===== src/rtl/branch_sequencer_pkg.sv =====
// Shared constants for the branch sequencer: branch funct codes and FSM states.
package branch_pkg;

    // Branch funct field encodings (instr[11:8])
    localparam logic [3:0] FUNCT_BEQ = 4'b0000;
    localparam logic [3:0] FUNCT_BNE = 4'b0001;
    localparam logic [3:0] FUNCT_BCS = 4'b0010;
    localparam logic [3:0] FUNCT_BCC = 4'b0011;
    localparam logic [3:0] FUNCT_BAL = 4'b1110;

    // Sequencer FSM states
    localparam logic [1:0] ST_RUN        = 2'd0;
    localparam logic [1:0] ST_WAIT_FLAGS = 2'd1;
    localparam logic [1:0] ST_RESOLVE    = 2'd2;

endpackage


===== src/rtl/branch_sequencer_cond_eval.sv =====
// Combinational branch condition decoder: maps funct and the C/Z flags to a
// taken decision, a link-write request and an illegal-funct indication.
module branch_cond_eval
    import branch_pkg::*;
(
    input  logic [3:0] funct,
    input  logic       c,
    input  logic       z,
    output logic       taken,
    output logic       is_link,
    output logic       illegal
);

    // Decode the branch form; undefined functs are never taken
    always_comb begin
        taken   = 1'b0;
        is_link = 1'b0;
        illegal = 1'b0;
        case (funct)
            FUNCT_BEQ: taken = z;
            FUNCT_BNE: taken = ~z;
            FUNCT_BCS: taken = c;
            FUNCT_BCC: taken = ~c;
            FUNCT_BAL: begin
                taken   = 1'b1;
                is_link = 1'b1;
            end
            default:   illegal = 1'b1;
        endcase
    end

endmodule


===== src/rtl/branch_sequencer.sv =====
// PC owner and branch resolver between fetch and the decoder's branch logic.
// Optional feature: define BRANCH_STATS_EN to add saturating taken/not-taken
// counters (taken_cnt, not_taken_cnt).
module branch_sequencer
    import branch_pkg::*;
#(
    parameter int              PC_W     = 16,
    parameter logic [PC_W-1:0] RESET_PC = '0
)
(
    input  logic            clk,
    input  logic            rst,
    input  logic            instr_valid,
    output logic            instr_ready,
    input  logic [15:0]     instr,
    input  logic            is_branch,
    input  logic            flag_we,
    input  logic            c_in,
    input  logic            z_in,
    input  logic            flag_pending,
    output logic [PC_W-1:0] pc,
    output logic            flush,
    output logic            link_we,
    output logic [PC_W-1:0] link_data,
    output logic            illegal
`ifdef BRANCH_STATS_EN
    ,
    output logic [15:0]     taken_cnt,
    output logic [15:0]     not_taken_cnt
`endif
);

    localparam logic [PC_W-1:0] PC_ONE = PC_W'(1);

    logic [1:0]      state;
    logic            c_flag;
    logic            z_flag;
    logic [PC_W-1:0] pc_br;
    logic [3:0]      funct_r;
    logic [7:0]      offset_r;

    logic            accept;
    logic            resolving;
    logic            eval_c;
    logic            eval_z;
    logic            cond_taken;
    logic            cond_link;
    logic            cond_illegal;
    logic [PC_W-1:0] offset_ext;
    logic [PC_W-1:0] pc_seq;
    logic [PC_W-1:0] pc_target;
    logic            unused_instr_hi;

    assign unused_instr_hi = ^instr[15:12];

    assign accept     = instr_valid && instr_ready;
    assign resolving  = (state == ST_RESOLVE) && !rst;

    // A flag write landing in the resolve cycle is forwarded to the condition
    assign eval_c     = flag_we ? c_in : c_flag;
    assign eval_z     = flag_we ? z_in : z_flag;

    assign offset_ext = {{(PC_W-8){offset_r[7]}}, offset_r};
    assign pc_seq     = pc_br + PC_ONE;
    assign pc_target  = pc_seq + offset_ext;

    branch_cond_eval u_cond (
        .funct   (funct_r),
        .c       (eval_c),
        .z       (eval_z),
        .taken   (cond_taken),
        .is_link (cond_link),
        .illegal (cond_illegal)
    );

    // Handshake and resolve-cycle strobes; reset suppresses an in-flight branch
    always_comb begin
        instr_ready = (state == ST_RUN) && !rst;
        flush       = resolving && cond_taken;
        link_we     = resolving && cond_link;
        illegal     = resolving && cond_illegal;
        link_data   = (resolving && cond_link) ? pc_seq : '0;
    end

    // Flag register, PC and branch-capture FSM
    always_ff @(posedge clk) begin
        if (rst) begin
            state    <= ST_RUN;
            pc       <= RESET_PC;
            c_flag   <= 1'b0;
            z_flag   <= 1'b0;
            pc_br    <= '0;
            funct_r  <= '0;
            offset_r <= '0;
        end else begin
            if (flag_we) begin
                c_flag <= c_in;
                z_flag <= z_in;
            end
            case (state)
                ST_RUN: begin
                    if (accept) begin
                        if (is_branch) begin
                            pc_br    <= pc;
                            funct_r  <= instr[11:8];
                            offset_r <= instr[7:0];
                            state    <= flag_pending ? ST_WAIT_FLAGS : ST_RESOLVE;
                        end else begin
                            pc <= pc + PC_ONE;
                        end
                    end
                end
                ST_WAIT_FLAGS: begin
                    if (!flag_pending) begin
                        state <= ST_RESOLVE;
                    end
                end
                ST_RESOLVE: begin
                    pc    <= cond_taken ? pc_target : pc_seq;
                    state <= ST_RUN;
                end
                default: state <= ST_RUN;
            endcase
        end
    end

`ifdef BRANCH_STATS_EN
    // Saturating outcome counters; illegal branches count as not taken
    always_ff @(posedge clk) begin
        if (rst) begin
            taken_cnt     <= '0;
            not_taken_cnt <= '0;
        end else if (resolving) begin
            if (cond_taken) begin
                if (taken_cnt != 16'hFFFF) taken_cnt <= taken_cnt + 16'd1;
            end else begin
                if (not_taken_cnt != 16'hFFFF) not_taken_cnt <= not_taken_cnt + 16'd1;
            end
        end
    end
`endif

endmodule


===== config.mk =====
export PLATFORM = sky130hd
export DESIGN_NAME = branch_sequencer
export DESIGN_NICKNAME = d
export VERILOG_FILES = /design/src/rtl/branch_sequencer_pkg.sv /design/src/rtl/branch_sequencer_cond_eval.sv /design/src/rtl/branch_sequencer.sv
export SDC_FILE = /design/constraint.sdc
export NUM_CORES = 1
export LEC_CHECK = 0
export CAP_MARGIN = 20
export CORE_MARGIN = 4
export CORE_UTILIZATION = 25
export CTS_CLUSTER_DIAMETER = 60
export CTS_CLUSTER_SIZE = 14
export DETAILED_ROUTE_END_ITERATION = 10
export REMOVE_ABC_BUFFERS = 1
export SYNTH_ARGS = -nofsm -noshare
export SYNTH_HDL_FRONTEND = slang
export SYNTH_SLANG_ARGS = --single-unit

===== constraint.sdc =====
create_clock -name clk -period 7.77 [get_ports clk]
set_input_delay 1.1655 -clock clk [delete_from_list [all_inputs] [get_ports clk]]
set_output_delay 1.1655 -clock clk [all_outputs]
set_load 0.01 [all_outputs]

Yosys cells after proc, flatten, opt, wreduce, memory -nomap -nowiden:

Index checks and enable logic that the tools add are counted.

* register bits after elaboration: 48
* bits of input ports: 24
* output and inout bits: 36
* word-level logic and storage cells: 51

* $add $sub $neg: 3
* equality and inequality tests: 10
* multiplexer cells: 15
* bitwise gates (word level): 2
* reduce and logical (&&, ||, !) cells: 14

Operators with widths (count)
* 16-bit two-way mux: 4
* 16-bit by 1-bit adder with 16-bit output, second input constant: 2
* 16-bit one-hot mux with 2 select lines: 1
* 16-bit adder: 1
* 3-bit AND reduction: 3
* 4-bit by 2-bit equality test with 1-bit output, second input constant: 2
* 2-bit two-way mux: 4
* 2-bit != test, second input constant: 4
* 1-bit logical AND: 6
* 1-bit one-hot mux with 5 select lines: 1
* 5-bit OR reduction: 1
* 4-bit by 1-bit equality test with 1-bit output, second input constant: 1
* 4-bit equality test, second input constant: 1
* 4-bit logical NOT: 1
* 1-bit two-way mux: 4
* 2-bit one-hot mux with 2 select lines: 1
* 2-bit by 1-bit equality test with 1-bit output, second input constant: 1
* 2-bit equality test, second input constant: 1
* 2-bit logical NOT: 1
* 1-bit NOT: 2
* 2-bit nonzero test: 1
* 1-bit logical NOT: 1

Logic depth before layout (Yosys ltp):

Gate-level depths: netlist of run 1.

* depth in word-level cells: 5
* depth in mapped cells: 14
* mapped depth without buffers: 13

Cells and area by module:

A second synthesis of run 1 with hierarchy kept.

* cells, all modules: 467
* area, all modules: 3457.1 µm²

Modules (own cells, without submodules)
* branch_sequencer: instances 1, cells an instance 461, area an instance 3412.0 µm², sequential area each 960.9 µm²
* branch_cond_eval: instances 1, cells an instance 6, area an instance 45.0 µm², sequential area each 0.0 µm²

Worst setup path after synthesis of run 1:

Ideal clock, no wire load.

* path kind: input port to output port
* start: in flag_we
* end: out flush
* arrival: 2629 ps
* path slack: 3975 ps
* cell stages on the path: 6
* cells stage by stage: mux4_2 xnor2_1 o31ai_4 buf_6 inv_2 nor3_1

* cells in the longest elaborated chain, start to end: 4
* elaborated cells between the ends (all ways): 6
* classes of those cells: 3 x mux; 2 x bitwise; 1 x reduce/logical

Ends and longest elaborated chain
* start: declaration: RTL line branch_sequencer.sv:17 `input logic flag_we,`
* 1-bit two-way mux (on tied branches)
* 1-bit NOT (on tied branches): RTL line branch_sequencer_cond_eval.sv:23, branch_sequencer_cond_eval.sv:21
* 1-bit one-hot mux with 5 select lines (*): RTL line branch_sequencer_cond_eval.sv:19 `case (funct)`
* 1-bit logical AND (*): RTL line branch_sequencer.sv:79 `flush = resolving && cond_taken;`
* end: declaration: RTL line branch_sequencer.sv:22 `output logic flush,`

Mark *: on every way between the ends. The rest lies on a longest branch, timed or not.

Worst setup path after layout of run 1:

Ends and elaborated chain as after synthesis.

==> flow_metrics.tcl, run 1 <==
set metrics [dict create \
    outcome "complete, no violations" \
    ys_warn_count 0 \
    preCtsSetupSlack_ps 2140 \
    clock-sinks 48 \
    cts_buffers 5 \
    cts_resized 0 \
    finalInstanceArea_um2 4450 \
    drive_above_1_share_pct 4.69 \
    synth_area_leader_cell "dfxtp_1" \
    ys_seq_elements 48 \
    slowest_delay_ps 590 \
    antenna_cells 0 \
    synth.area.mux_share_pct 2.90 \
    row_count 43 \
    p_leak_nw 1.59 \
    max_cap_violations 0 \
    placed_area_um2 4280 \
    busiest_layer "met2" \
    pwr_density_cell_nw_per_um2 124 \
    grt_overflow_total 0 \
    dp_hpwl_um 8220 \
    cts_max_path_buffers 2 \
    yosys.area_share.simple_pct 28.0 \
    htreeDepth 2 \
    io_buffers 55 \
    crit_top_cell "clkdlybuf4s50_1" \
    first_pass_iters 5 \
    path_max_fanout 8 \
    synth_xor_area_share_pct 6.59 \
    fin_crit_sh_pct 64.4 \
    cts_tree "yes" \
    postCtsSetupBuffers 0 \
    routedWlPerCell_um 15.5 \
    die_area_um2 16300 \
    grtUsageMet2_pct 23.6 \
    cts-root-buf "clkbuf_16" \
    synth_cell_type_count 59 \
    yosys_most_used_dff "dfxtp_1" \
    syn_to_final_growth_pct 24.0 \
    drt_iter0_markers 259 \
    synth.avg_cell_area_um2 7.31 \
    synthTopCellsByArea "dfxtp_1 (27%), nand2_1 (8.2%), a21oi_1 (7.8%)" \
    met3_usage_pct 2.00 \
    synth_compound_area_share_pct 22.7 \
    synthCells 491 \
    grt_max_degree 54 \
    grt_pass1_wl_um 18400 \
    grt_usage_pct 13.7 \
    critical_path_buf_inv_count 3 \
    place_inst 703 \
    met1_usage_pct 17.7 \
    gp_congestion 0.839 \
    via_count 3618 \
    syn-cell-area_um2 3590 \
    end_kind "output port" \
    finClkSkew_ps 6.13 \
    slowest_stage "clkdlybuf4s50_1" \
    cp_cell_sequence "clkdlybuf4s50_1, mux4_2, xnor2_1, o31ai_4, inv_2, nor3_1, clkdlybuf4s50_1" \
    fp.dieW_um 128 \
    setup_tns_ps 0 \
    drtAntennaViolNets 0 \
    rsz0062_at_grt "false" \
    grt_pass1_vias 3627 \
    ir_drop_uv 75.6 \
    via_per_inst 5.07 \
    ctsHoldBuffers 0 \
    critPathArrivalTime_ps 3840 \
    die_h_um 128 \
    setup_slack_ps 2760 \
    path_class "in -> out" \
    hold_class "reg -> reg" \
    io_pins 60 \
    worst_slew_pin_slew_ps 858 \
    hold_viol 0 \
    critPathLaunchType "input port" \
    drcViolationCount 0 \
    initial_core_util_pct 25.6 \
    routed_wl_um 11100 \
    min_period_ps 5010 \
    insertion_delay_ps 300 \
    timing.slew.headroom_pct 42.8 \
    required_ps 6600 \
    cts.clk_slew.worst_paths_ps 70 \
    yosysTopAreaCellShare_pct 26.8 \
    fin_nets 578 \
    synth_adder_area_share_pct 7.88 \
    finalMaxSlewViolations 0 \
    yosysSeqAreaShare_pct 26.8 \
    core_area_um2 14000 \
    instances_no_fill 713 \
    setup_viol 0 \
    synth_edf_count 0 \
    synthArstFlopShare_pct 0 \
    fmax_mhz 200 \
    synth_top_family_by_area "simple AND/OR/NAND/NOR gates" \
    cpLargestDelayFamily "buffers and inverters" \
    antenna_found_initial 0 \
]
-- kinds of logic (layout without fill, tap and decap cells) --
family / after synthesis / count (layout)
simple gates: 212 / 212
compound gates: 126 / 126
flops: 48 / 48
buf+inv: 47 / 89
xor+xnor: 27 / 27
fa+ha+maj: 22 / 22
mux: 9 / 9
-- area by class of cell --
cell class	instances	area [um2]
sequential	48	961
clock buffer	7	143
tap	180	225
multi-input combinational	396	2440
clock inverter	1	7.51
fill	1542	9540
timing repair buffer	61	598
inverter	20	75.1
-- report_power, final --
part	internal (mW)	leakage [nW]	switching [mW]
Combinational	0.0293	1.13	0.0380
Sequential	0.250	0.388	0.00609
Clock	0.129	0.0701	0.0997
-- stage by stage --
step / util, % / hold WS [ps] / total power, mW
3_3_place_gp: 30.6 / 455 / 0.326
5_1_grt: 31.8 / 502 / 0.574
3_5_place_dp: 30.6 / 453 / 0.327
2_1_floorplan: - / 434 / 0.295
4_1_cts: 31.6 / 463 / 0.554
6_report: 31.8 / 461 / 0.552
-- layer usage --
metal / vias up / wire, um
met3: 14 / 338
met2: 81 / 5400
li1: 1836 / -
met5: - / 0
met1: 1687 / 5120
met4: 0 / 205
-- final timing paths --
kind / startpoint / endpoint / slack, ps / depth (start not counted)
worst max register to register: pc_br[0] / pc[15] / 4140 / 13
worst min-delay path: offset_r[0] / offset_r[0] / 460 / 2
worst max-delay path: flag_we / flush / 2760 / 7
worst min register to register: offset_r[0] / offset_r[0] / 460 / 2
-- registers in the layout, indices dropped and copies added, names as in the netlist --
name,cells
funct_r,4
z_flag,1
c_flag,1
offset_r,8
state,2
pc_br,16
pc,16
-- cells in the mapped netlist (all sizes together) (3+ instances only) --
library cell,instances
nand2,78
a21oi,56
dfxtp,48
nor2,42
nand3,24
clkbuf,22
ha,21
inv,20
o21ai,20
nor3,14
xor2,14
xnor2,13
nand4,9
and3,8
nor4,8
mux2i,7
a211oi,6
a221oi,5
and2,5
buf,5
nor2b,5
o211ai,5
a21o,4
and4,4
a2111oi,3
a211o,3
a22oi,3
nand2b,3
nor3b,3
o21bai,3
or2,3
-- cell usage in the layout, fill, tap and decap left out, drive strengths merged, types with 20 or more instances in the layout --
cell,instances
ha,21
nand2,78
dfxtp,48
inv,20
nand3,24
a21oi,56
nor2,42
clkdlybuf4s50,54
o21ai,20
-- worst min-delay path, cell delays in order (launching register included) --
cell     delay (ps)
dfxtp_1         310
nand2_1          50
a21oi_1          50
Note: power is estimated with default switching activity, not from simulation.
==> run 2: changes to the inputs <==
- clock period: 7.77 -> 5.1 ns (I/O delays scaled with it)
==> run 2 against run 1 <==
Final cell count did not move. First-iteration DRC count rose by 1.5%. Core utilization fell by 0.12 points.
==> flow_metrics.tcl, run 2 (synthesis gave the netlist of run 1 again) <==
set metrics [dict create \
    drt_iter0_markers 263 \
    cts_buffers 5 \
    internal-power_mw 0.603 \
    via_per_inst 5.21 \
    grt_pass1_vias 3818 \
    end_kind "output port" \
    row_count 43 \
    drcViolationCount 0 \
    max_cap_violations 0 \
    antenna_cells 0 \
    critPathArrivalTime_ps 3110 \
    outcome "complete, no violations" \
    p_total_mw 0.813 \
    io_buffers 55 \
    postCtsSetupBuffers 0 \
    holdPathStages 2 \
    grt_usage_pct 13.8 \
    reg_top3 "pc x16, pc_br x16, offset_r x8" \
    dp_hpwl_um 8200 \
    path_class "in -> out" \
    p_leak_nw 1.59 \
    pwr-share-clk_pct 39.5 \
    via_count 3715 \
    finalMaxSlewViolations 0 \
    htreeDepth 2 \
    min_period_ps 3870 \
    drtAntennaViolNets 0 \
    timing.slew.headroom_pct 59.8 \
    drive_above_1_share_pct 4.69 \
    hold_viol 0 \
    first_pass_iters 4 \
    share_comb_of_total_power_pct 12.4 \
    fmax_mhz 258 \
    path_max_fanout 7 \
    syn_to_final_growth_pct 23.6 \
    ctsHoldBuffers 0 \
    place_inst 705 \
    clock-sinks 48 \
    fp.dieW_um 128 \
    cts_resized 0 \
    pwr_density_cell_nw_per_um2 183 \
    hold_class "reg -> reg" \
    fin_util_pct 31.7 \
    die_h_um 128 \
    finClkSkew_ps 4.01 \
    grt_max_degree 53 \
    grt_overflow_total 0 \
    rsz0062_at_grt "false" \
    cts-root-buf "clkbuf_16" \
    insertion_delay_ps 290 \
    worstHoldStart "offset_r[0]" \
    gp_congestion 0.840 \
    fin_crit_sh_pct 75.9 \
    instances_no_fill 713 \
    core_area_um2 14000 \
    setup_tns_ps 0 \
    cts.clk_slew.worst_paths_ps 60 \
    initial_core_util_pct 25.6 \
    hold_end "offset_r[0]" \
    r2r_start "pc_br[0]" \
    p_seq_share_pct 48.1 \
    io_pins 60 \
    swShare_pct 25.7 \
    grt_pass1_wl_um 18500 \
    routed_wl_um 11000 \
    fin_nets 579 \
    cts_tree "yes" \
    r2r_cells 13 \
    antenna_found_initial 0 \
    layout_commonest_cell "nand2_1" \
    routedWlPerCell_um 15.4 \
    required_ps 4340 \
    critPathLaunchType "input port" \
    worst_slew_pin_slew_ps 603 \
    die_area_um2 16300 \
    ir_drop_uv 106 \
    p_sw_mw 0.209 \
    setup_viol 0 \
    rrSetupSlack_ps 1590 \
    cts_max_path_buffers 2 \
    layout_common_cells "nand2_1 (78), a21oi_1 (56), clkdlybuf4s50_1 (54)" \
    rr_endpoint "pc[15]" \
]
-- run 2: cell count changes in the layout (fill, tap and decap cells not counted), sizes merged --
cell      previous run  this run
buf                  7         8
clkbuf               7         6
clkinv               0         1
clkinvlp             1         0
-- run 2: final cells by class --
type	instances	area [um2]
fillers	1520	9560
multi-input cells	396	2440
flip-flops and latches	48	961
repair buffers	62	598
well taps	180	225
clock buffers	6	129
inverters	20	75.1
clock inverters	1	5.00
-- run 2: per-stage QoR --
step	setup slack, ps	instance area [um2]	hold slack, ps
after CTS	1220	4430	467
after global placement	1230	4290	453
after detailed placement	1230	4290	457
final	1230	4430	468
after global routing	1090	4430	484
after floorplan	1850	3480	434
-- run 2: how the worst max path moves through the flow --
stage	start	slack (ps)	to	depth (start not counted)
6_report	flag_we	1230	flush	7
5_1_grt	state[1]	1090	link_data[13]	7
4_1_cts	flag_we	1220	flush	7
3_5_place_dp	flag_we	1230	flush	7
3_3_place_gp	flag_we	1230	flush	7
2_1_floorplan	flag_we	1850	flush	5
-- run 2: power groups by stage --
stage | combinational (mW) | sequential, mW | clock (mW)
6_report | 0.101 | 0.391 | 0.321
5_1_grt | 0.112 | 0.392 | 0.339
4_1_cts | 0.101 | 0.391 | 0.331
3_5_place_dp | 0.100 | 0.399 | 0
3_3_place_gp | 0.0995 | 0.399 | 0
2_1_floorplan | 0.0516 | 0.397 | 0
-- run 2: metal layers --
metal	vias up	global-route usage [%]	wire, um
met1	1733	17.4	4830
met3	20	2.21	561
met4	0	5.74	288
met2	113	23.4	5290
li1	1849	-	-
met5	-	0	0
-- run 2: worst max-delay path: stages --
cell	delay (ps)
clkdlybuf4s50_1	560
mux4_2	530
xnor2_1	170
o31ai_4	200
inv_2	120
nor3_1	180
clkdlybuf4s50_1	580
